--- src/rtl/bin_to_7seg_scan.sv ---
// Binary to multi-digit 7-segment driver: iterative shift-add-3 BCD conversion
// with start/done handshake, overflow dashes, leading-zero blanking and digit scanning.
module bin_to_7seg_scan #(
   parameter int WIDTH   = 8,
   parameter int DIGITS  = 3,
   parameter int REFRESH = 50000,
   parameter int LZB     = 1
) (
   input  logic                  clk,
   input  logic                  rst_n,
   input  logic                  start,
   input  logic [WIDTH-1:0]      bin,
   output logic                  busy,
   output logic                  done,
   output logic                  overflow,
   output logic [4*DIGITS-1:0]   bcd,
   output logic [6:0]            seg,
   output logic [DIGITS-1:0]     an
);
   localparam int BW = 4 * DIGITS;
   localparam int CW = $clog2(WIDTH + 1);
   localparam int RW = $clog2(REFRESH);
   localparam int IW = (DIGITS > 1) ? $clog2(DIGITS) : 1;

   typedef enum logic [1:0] {S_IDLE, S_SHIFT, S_FINISH} state_t;

   state_t           state_q, state_d;
   logic [WIDTH-1:0] shreg_q, shreg_d;
   logic [BW-1:0]    scratch_q, scratch_d, adj;
   logic             ovf_s_q, ovf_s_d;
   logic [CW-1:0]    cnt_q, cnt_d;
   logic [BW-1:0]    bcd_q, bcd_d;
   logic             ovf_q, ovf_d;
   logic             done_q, done_d;
   logic [RW-1:0]    ref_q, ref_d;
   logic [IW-1:0]    idx_q, idx_d;
   logic [6:0]       seg_q, seg_d;
   logic [DIGITS-1:0] an_q, an_d;
   logic [3:0]       nib;
   logic [6:0]       pat;
   logic             blank;

   always_comb begin
      state_d   = state_q;
      shreg_d   = shreg_q;
      scratch_d = scratch_q;
      ovf_s_d   = ovf_s_q;
      cnt_d     = cnt_q;
      bcd_d     = bcd_q;
      ovf_d     = ovf_q;
      done_d    = 1'b0;
      adj       = scratch_q;
      for (int i = 0; i < DIGITS; i++) begin
         if (scratch_q[4*i +: 4] >= 4'd5) adj[4*i +: 4] = scratch_q[4*i +: 4] + 4'd3;
      end
      case (state_q)
         S_IDLE: begin
            if (start) begin
               shreg_d   = bin;
               scratch_d = '0;
               ovf_s_d   = 1'b0;
               cnt_d     = CW'(WIDTH);
               state_d   = S_SHIFT;
            end
         end
         S_SHIFT: begin
            // A bit leaving the top nibble means the value needs another digit.
            scratch_d = {adj[BW-2:0], shreg_q[WIDTH-1]};
            shreg_d   = shreg_q << 1;
            ovf_s_d   = ovf_s_q | adj[BW-1];
            cnt_d     = cnt_q - CW'(1);
            if (cnt_q == CW'(1)) state_d = S_FINISH;
         end
         S_FINISH: begin
            bcd_d   = scratch_q;
            ovf_d   = ovf_s_q;
            done_d  = 1'b1;
            state_d = S_IDLE;
         end
         default: state_d = S_IDLE;
      endcase
   end

   always_comb begin
      ref_d = ref_q + RW'(1);
      idx_d = idx_q;
      if (ref_q == RW'(REFRESH - 1)) begin
         ref_d = '0;
         idx_d = (idx_q == IW'(DIGITS - 1)) ? '0 : idx_q + IW'(1);
      end
      nib = bcd_q[{idx_q, 2'b00} +: 4];
      case (nib)
         4'd0:    pat = 7'h3F;
         4'd1:    pat = 7'h06;
         4'd2:    pat = 7'h5B;
         4'd3:    pat = 7'h4F;
         4'd4:    pat = 7'h66;
         4'd5:    pat = 7'h6D;
         4'd6:    pat = 7'h7D;
         4'd7:    pat = 7'h07;
         4'd8:    pat = 7'h7F;
         4'd9:    pat = 7'h6F;
         default: pat = 7'h00;
      endcase
      // Blank only when this digit and every digit above it are zero.
      blank = (LZB != 0) && (idx_q != '0);
      for (int k = 0; k < DIGITS; k++) begin
         if (k >= int'(idx_q) && bcd_q[4*k +: 4] != 4'd0) blank = 1'b0;
      end
      if (ovf_q)      seg_d = ~7'h40;
      else if (blank) seg_d = 7'h7F;
      else            seg_d = ~pat;
      an_d = ~(DIGITS'(1) << idx_q);
   end

   always_ff @(posedge clk or negedge rst_n) begin
      if (!rst_n) begin
         state_q   <= S_IDLE;
         shreg_q   <= '0;
         scratch_q <= '0;
         ovf_s_q   <= 1'b0;
         cnt_q     <= '0;
         bcd_q     <= '0;
         ovf_q     <= 1'b0;
         done_q    <= 1'b0;
         ref_q     <= '0;
         idx_q     <= '0;
         seg_q     <= 7'b1000000;
         an_q      <= ~DIGITS'(1);
      end else begin
         state_q   <= state_d;
         shreg_q   <= shreg_d;
         scratch_q <= scratch_d;
         ovf_s_q   <= ovf_s_d;
         cnt_q     <= cnt_d;
         bcd_q     <= bcd_d;
         ovf_q     <= ovf_d;
         done_q    <= done_d;
         ref_q     <= ref_d;
         idx_q     <= idx_d;
         seg_q     <= seg_d;
         an_q      <= an_d;
      end
   end

   assign busy     = (state_q != S_IDLE);
   assign done     = done_q;
   assign overflow = ovf_q;
   assign bcd      = bcd_q;
   assign seg      = seg_q;
   assign an       = an_q;
endmodule
--- config.mk ---
export PLATFORM = sky130hd
export DESIGN_NAME = bin_to_7seg_scan
export DESIGN_NICKNAME = d
export VERILOG_FILES = /design/src/rtl/bin_to_7seg_scan.sv
export SDC_FILE = /design/constraint.sdc
export NUM_CORES = 1
export LEC_CHECK = 0
export BUFFER_PORTS_ARGS = -buffer_cell sky130_fd_sc_hd__buf_2
export CAP_MARGIN = 15
export CORE_ASPECT_RATIO = 1.1
export CORE_MARGIN = 4
export CORE_UTILIZATION = 60
export DETAILED_ROUTE_END_ITERATION = 12
export PLACE_DENSITY = 0.81
export SLEW_MARGIN = 20
export SYNTH_ARGS = -nofsm -noshare
export SYNTH_HDL_FRONTEND = slang
export SYNTH_SLANG_ARGS = --single-unit
--- constraint.sdc ---
create_clock -name clk -period 4.9 [get_ports clk]
set_input_delay 0.735 -clock clk [delete_from_list [all_inputs] [get_ports clk]]
set_output_delay 0.735 -clock clk [all_outputs]
set_load 0.05 [all_outputs]
==> results.yml, run 1 <==
clock_network:
  postCtsHoldBufs: 0
  clockRootBuffer: "clkbuf_8"
  cts.path.max_buffers: 2
  cts.reportedPaths.clkPinSlew_ns: 0.08
  cts_buffers: 9
  clock-sinks: 69
  h-tree-depth: 3
  cts_setup_buffers: 0
  post_cts_resized: 0
  insertion_delay_ns: 0.34
  tritoncts: "done"
power_and_ir_drop:
  power_density_nw_per_um2: 629
  ir_drop_v: 0.000384
  p_leak_uw: 0.00171
yosys:
  synth_seq_cells: 69
  synth_fp_nets: 340
  ys.warnings.count: 0
  synth_area_um2: 3240
  synth-edff-count: 0
  synth_cells: 315
  synth_cell_type_count: 38
  netlist.area_leader.share_pct: 50.9
  synthMostInstantiatedCell: "dfrtp_1"
  syn_area_per_cell_um2: 10.3
  synth_common_cells: "dfrtp_1, nand2_1, o21ai_0"
  synth_largest_area_cell: "dfrtp_1"
  synth_seq_area_share_pct: 53.3
  async_flop_share_pct: 100
  synthTopCellsByArea: "dfrtp_1, ha_1, nand2_1, o21ai_0, xnor2_1"
  synth-main-ff-cell: "dfrtp_1"
route:
  dr.first_iter.drc_count: 151
  antenna_left: 0
  num_vias: 2416
  routedWlPerCell_um: 14.8
  viasPerCell: 5.66
  wirelength_um: 6310
  drt_first_pass_iters: 5
  drcViolationCount: 0
layout:
  stdcell_count: 427
  layout-drive-gt1-share_pct: 18.6
  area_growth_pct: 14.6
  nNetsFinal: 375
  diodes: 0
sta:
  rsz0062_at_grt: "no"
  tightestPinTransition_ns: 0.848
  fmax_mhz: 426
  period_minus_slack_ns: 2.35
  slew_headroom_pct: 43.5
  tns_ns: 0
  slew_viol_final: 0
  final-hold-violation-count: 0
  fin_skew_ns: 0.00830
  finalSetupViolCount: 0
  final.period_utilization_pct: 47.9
die:
  dieArea_um2: 6650
  die_x_um: 78.1
  die_h_um: 85.1
  start_util_pct: 63.2
  num_rows: 27
  core_area_um2: 5130
  ios: 36
critical_path:
  crit_fanout: 10
  max_stage_delay_ns: 0.56
  start_kind: "register"
  critPathCaptureType: "register"
  crit_buf_inv: 0
  crit_required_ns: 5.08
  worstSetupPathType: "register to register"
  cp.arrival_ns: 2.53
  crit_chain: "mux2i_1 -> a2bb2oi_1 -> nand2_1 -> a211oi_1 -> o21ai_0"
  crit_family: "compound AO/OA/AOI/OAI gates"
  cp_slowest_cell: "dfrtp_1"
hold_path:
  min_path_type: "input port to async pin"
global_route:
  antenna_found_initial: 0
  grt_max_degree: 36
  grt_use_met3_pct: 4.88
  gr-total-overflow: 0
  use_met1_pct: 27.2
  track_usage_pct: 21.2
  grt_most_used_layer: "met2"
  met2_usage_pct: 34.0
  grt_pass1_wl_um: 11100
  grt_pass1_vias: 2407
place:
  hpwl_um: 4340
  gp_congestion: 0.827
  dp_cells: 411
  place.port_buffers: 35
outcome:
  status: "finished, final reports clean"
flow_run:
  cap_violations: 0
-- layout by cell type (no fill, tap or decap), drive strengths merged, types with 3 or more instances in the layout --
master	netlist	layout
nand3	15	15
mux2i	6	6
o21ai	28	28
dfrtp	66	66
dfstp	3	3
nand2	43	43
nor2	21	21
a21oi	9	9
a2bb2oi	3	3
and3	5	5
a22oi	7	7
clkbuf	11	13
xor2	8	8
buf	2	37
o31ai	7	7
ha	14	14
a31oi	3	3
xnor2	11	11
inv	13	13
a32o	3	3
mux2	7	7
nand2b	6	6
-- through the flow --
| stage | total power, µW | area (µm²) | setup slack, ns | hold WS [ns] | util [%] |
|---|---|---|---|---|---|
| 6_report | 2340 | 3720 | 2.55 | 0.439 | 72.4 |
| 5_1_grt | 2500 | 3720 | 2.35 | 0.498 | 72.4 |
| 4_1_cts | 2350 | 3720 | 2.61 | 0.468 | 72.4 |
| 3_5_place_dp | 1790 | 3470 | 2.64 | 0.467 | 67.6 |
| 3_3_place_gp | 1750 | 3470 | 2.81 | 0.454 | 67.6 |
| 2_1_floorplan | 1570 | 3240 | 2.92 | 0.439 | - |
-- path summary, 6_finish.rpt --
path,start,end,slack [ns],cells after the start
max in group asynchronous,rst_n,scratch_q[10],3.54,2
min in group clk,shreg_q[4],shreg_q[4],0.48,2
max reg2reg,idx_q[0],seg[5],2.55,5
min,rst_n,ref_q[2],0.44,1
min reg2reg,shreg_q[4],shreg_q[4],0.48,2
max,idx_q[0],seg[5],2.55,5
-- registers in the layout (all words and copies together) (netlist names), 2 cells and up --
name and cells:
an 3, idx_q 2, bcd 12, shreg_q 8, seg 7, scratch_q 12, ref_q 16, state_q 2
cnt_q 4
-- worst reg2reg max path: stages, from the launching register on --
cell and delay, ns:
dfrtp_1 0.56, mux2i_1 0.29, a2bb2oi_1 0.48, nand2_1 0.18, a211oi_1 0.47, o21ai_0 0.21
-- metal layers --
| layer | wire [µm] | up-vias |
|---|---|---|
| met5 | 0 | - |
| met4 | 118 | 0 |
| met3 | 396 | 12 |
| met2 | 3070 | 78 |
| met1 | 2730 | 1160 |
| li1 | - | 1166 |
-- cell type report --
cell class	count	area [µm²]
clock inverters	3	65.1
well taps	72	90.1
fillers	374	1420
inverters	13	48.8
flip-flops and latches	69	1730
clock buffers	13	179
repair buffers	37	190
multi-input cells	220	1410
-- cell families (layout without fill, tap and decap cells) --
logic type | Yosys count | after routing | share of synthesized area [%]
flops | 69 | 69 | 53.3
simple gates | 105 | 105 | 15.2
mux | 13 | 13 | 4.28
xor+xnor | 19 | 19 | 5.13
compound gates | 69 | 69 | 13.5
buf+inv | 26 | 66 | 3.09
fa+ha+maj | 14 | 14 | 5.40
-- report_power, final --
group	internal (µW)	switching (µW)	total, µW
logic	300	624	924
clock network	342	210	552
registers	731	131	862
total	1370	965	2340
Note: power is estimated with default switching activity, not from simulation.
==> run 2: changes to the inputs <==
- ABC_AREA: unset -> 1
- CORE_UTILIZATION: 60 -> 53
- PLACE_DENSITY: 0.81 -> 0.76
- clock period: 4.9 -> 1.9 ns (I/O delays scaled with it)
==> results.yml, run 2 <==
sta:
  tightestPinTransition_ns: 0.468
  final.period_utilization_pct: 87.5
  slew_headroom_pct: 68.8
  tns_ns: 0
  finalSetupViolCount: 0
  final-hold-violation-count: 0
  rsz0062_at_grt: "no"
  fmax_mhz: 601
  postLayoutSetupSlackWorst_ns: 0.237
  slew_viol_final: 0
  fin_skew_ns: 0.0107
  period_minus_slack_ns: 1.66
critical_path:
  crit_fanout: 8
  start_kind: "register"
  worstSetupPathType: "register to register"
  critPathCaptureType: "register"
  cp.arrival_ns: 1.89
  rrSetupSlack_ns: 0.24
  startpoint: "idx_q[0]"
  reg2reg_to: "seg[1]"
  reg2reg_depth: 7
  crit_required_ns: 2.12
  rr_startpoint: "idx_q[0]"
die:
  die_h_um: 92.4
  dieArea_um2: 7830
  start_util_pct: 55.1
  num_rows: 30
  core_area_um2: 6230
  ios: 36
  die_x_um: 84.7
route:
  num_vias: 2865
  antenna_left: 0
  routedWlPerCell_um: 13.4
  drcViolationCount: 0
  viasPerCell: 5.32
  drt_first_pass_iters: 4
  wirelength_um: 7200
  dr.first_iter.drc_count: 151
yosys:
  synth_largest_area_cell: "dfrtp_1"
  async_flop_share_pct: 100
  synth_cell_type_count: 26
  synth_cells: 410
  synth_common_cells: "nand2_1, dfrtp_1, inv_1"
  synth_seq_area_share_pct: 50.4
  ys.warnings.count: 0
  synth-main-ff-cell: "dfrtp_1"
  synthTopCellsByArea: "dfrtp_1, nand2_1, o21ai_0, inv_1, ha_1"
  synth-edff-count: 0
  synth_fp_nets: 435
  netlist.area_leader.share_pct: 48.1
  synthMostInstantiatedCell: "nand2_1"
  syn_area_per_cell_um2: 8.37
  synth_seq_cells: 69
  synth_area_um2: 3430
power_and_ir_drop:
  power_density_nw_per_um2: 1600
  ir_drop_v: 0.000734
  p_leak_uw: 0.00203
hold_path:
  hold_end: "shreg_q[0]"
  holdPathStages: 2
  min_path_type: "input port to register"
  holdCritStartpoint: "bin[0]"
layout:
  largest_register_ffs: 16
  final_cell_area_um2: 3970
  layout-drive-gt1-share_pct: 16.3
  diodes: 0
  top_register: "ref_q"
  num-fill-cells: 552
  seqCellArea_um2: 1730
  nNetsFinal: 479
  mostFrequentLayoutCells: "nand2_1, dfrtp_1, inv_1"
  area_growth_pct: 15.6
  multiInputGateArea_um2: 1440
  stdcell_count: 539
  utilization_pct: 63.7
  final_common_cell: "nand2_1"
global_route:
  grt_pass1_vias: 2779
  gr-total-overflow: 0
  track_usage_pct: 19.7
  grt_pass1_wl_um: 12500
  grt_max_degree: 70
  antenna_found_initial: 0
clock_network:
  cts.path.max_buffers: 2
  cts.reportedPaths.clkPinSlew_ns: 0.08
  cts_buffers: 9
  clockRootBuffer: "clkbuf_8"
  post_cts_resized: 0
  clock-sinks: 69
  insertion_delay_ns: 0.35
  tritoncts: "done"
  h-tree-depth: 3
flow_run:
  cap_violations: 0
place:
  pre_cts_ws_ns: 0.296
  gp_congestion: 0.881
  postPlaceCellArea_um2: 3720
  hpwl_um: 4990
  place.port_buffers: 35
  dp_cells: 522
outcome:
  status: "finished, final reports clean"
-- run 2: cell types whose count changed after synthesis, moves of 8 or more --
cell,previous run,this run
clkbuf_1,11,3
inv_1,13,57
nand2_1,43,86
nand3_1,15,25
nand4_1,2,12
nor2_1,20,42
nor3_1,2,10
o21ai_0,28,44
xnor2_1,11,1
-- run 2: routing by layer --
layer,vias up,global-route usage (%),routed length (µm)
met5,-,0,0
met4,0,10.2,148
met3,14,3.38,371
met2,83,32.9,3520
met1,1344,24.6,3170
li1,1424,-,-
-- run 2: power by group --
group / switching [µW] / total [µW] / internal, µW
clock network: 567 / 1430 / 867
logic: 1850 / 2690 / 838
registers: 311 / 2240 / 1930
-- run 2: kinds of logic (layout without fill, tap and decap cells) --
kind of cell | after synthesis | count (layout) | share of synthesized area (%)
adders and majority gates | 14 | 14 | 5.10
and+or+nand+nor | 182 | 182 | 23.0
AOI/OAI and AO/OA | 68 | 68 | 11.4
xor gates and xnor gates | 9 | 9 | 2.30
buffers and inverters | 68 | 117 | 7.69
DFF | 69 | 69 | 50.4
-- run 2: how the worst max path moves through the flow --
stage          endpoint  slack (ns)  cells past startpoint
5_1_grt          seg[5]        0.10                      8
6_report         seg[1]        0.24                      7
3_5_place_dp     seg[5]        0.30                      8
4_1_cts          seg[5]        0.24                      8
3_3_place_gp     seg[3]        0.36                      8
2_1_floorplan    seg[3]        0.31                      7
-- run 2: timing repair --
| item | CTS | global route |
|---|---|---|
| setup buffers | 0 | 0 |
| hold buffers | 1 | 0 |
| hold endpoints to repair | 66 | 0 |
-- run 2: critical path: stages (launching register included) --
cell     delay (ns)
dfrtp_1        0.52
inv_2          0.12
nand3_1        0.11
inv_1          0.05
nor2_1         0.24
ha_1           0.29
nand2_1        0.09
nand4_1        0.11
-- run 2: per-stage QoR --
step | hold WS, ns | total power, µW
floorplan | -0.0106 | 4270
global placement | 0.332 | 4850
detailed placement | 0.334 | 4940
CTS | 0.145 | 6410
global route | 0.153 | 6860
finish | 0.160 | 6360
-- run 2: area by class of cell --
type                       instances  share of cell area (%)
tap                               80                    2.52
clock buffer                       9                    3.12
sequential                        69                    43.6
timing repair buffer              41                    5.93
clock inverter                     7                    2.87
inverter                          60                    5.68
multi-input combinational        273                    36.2
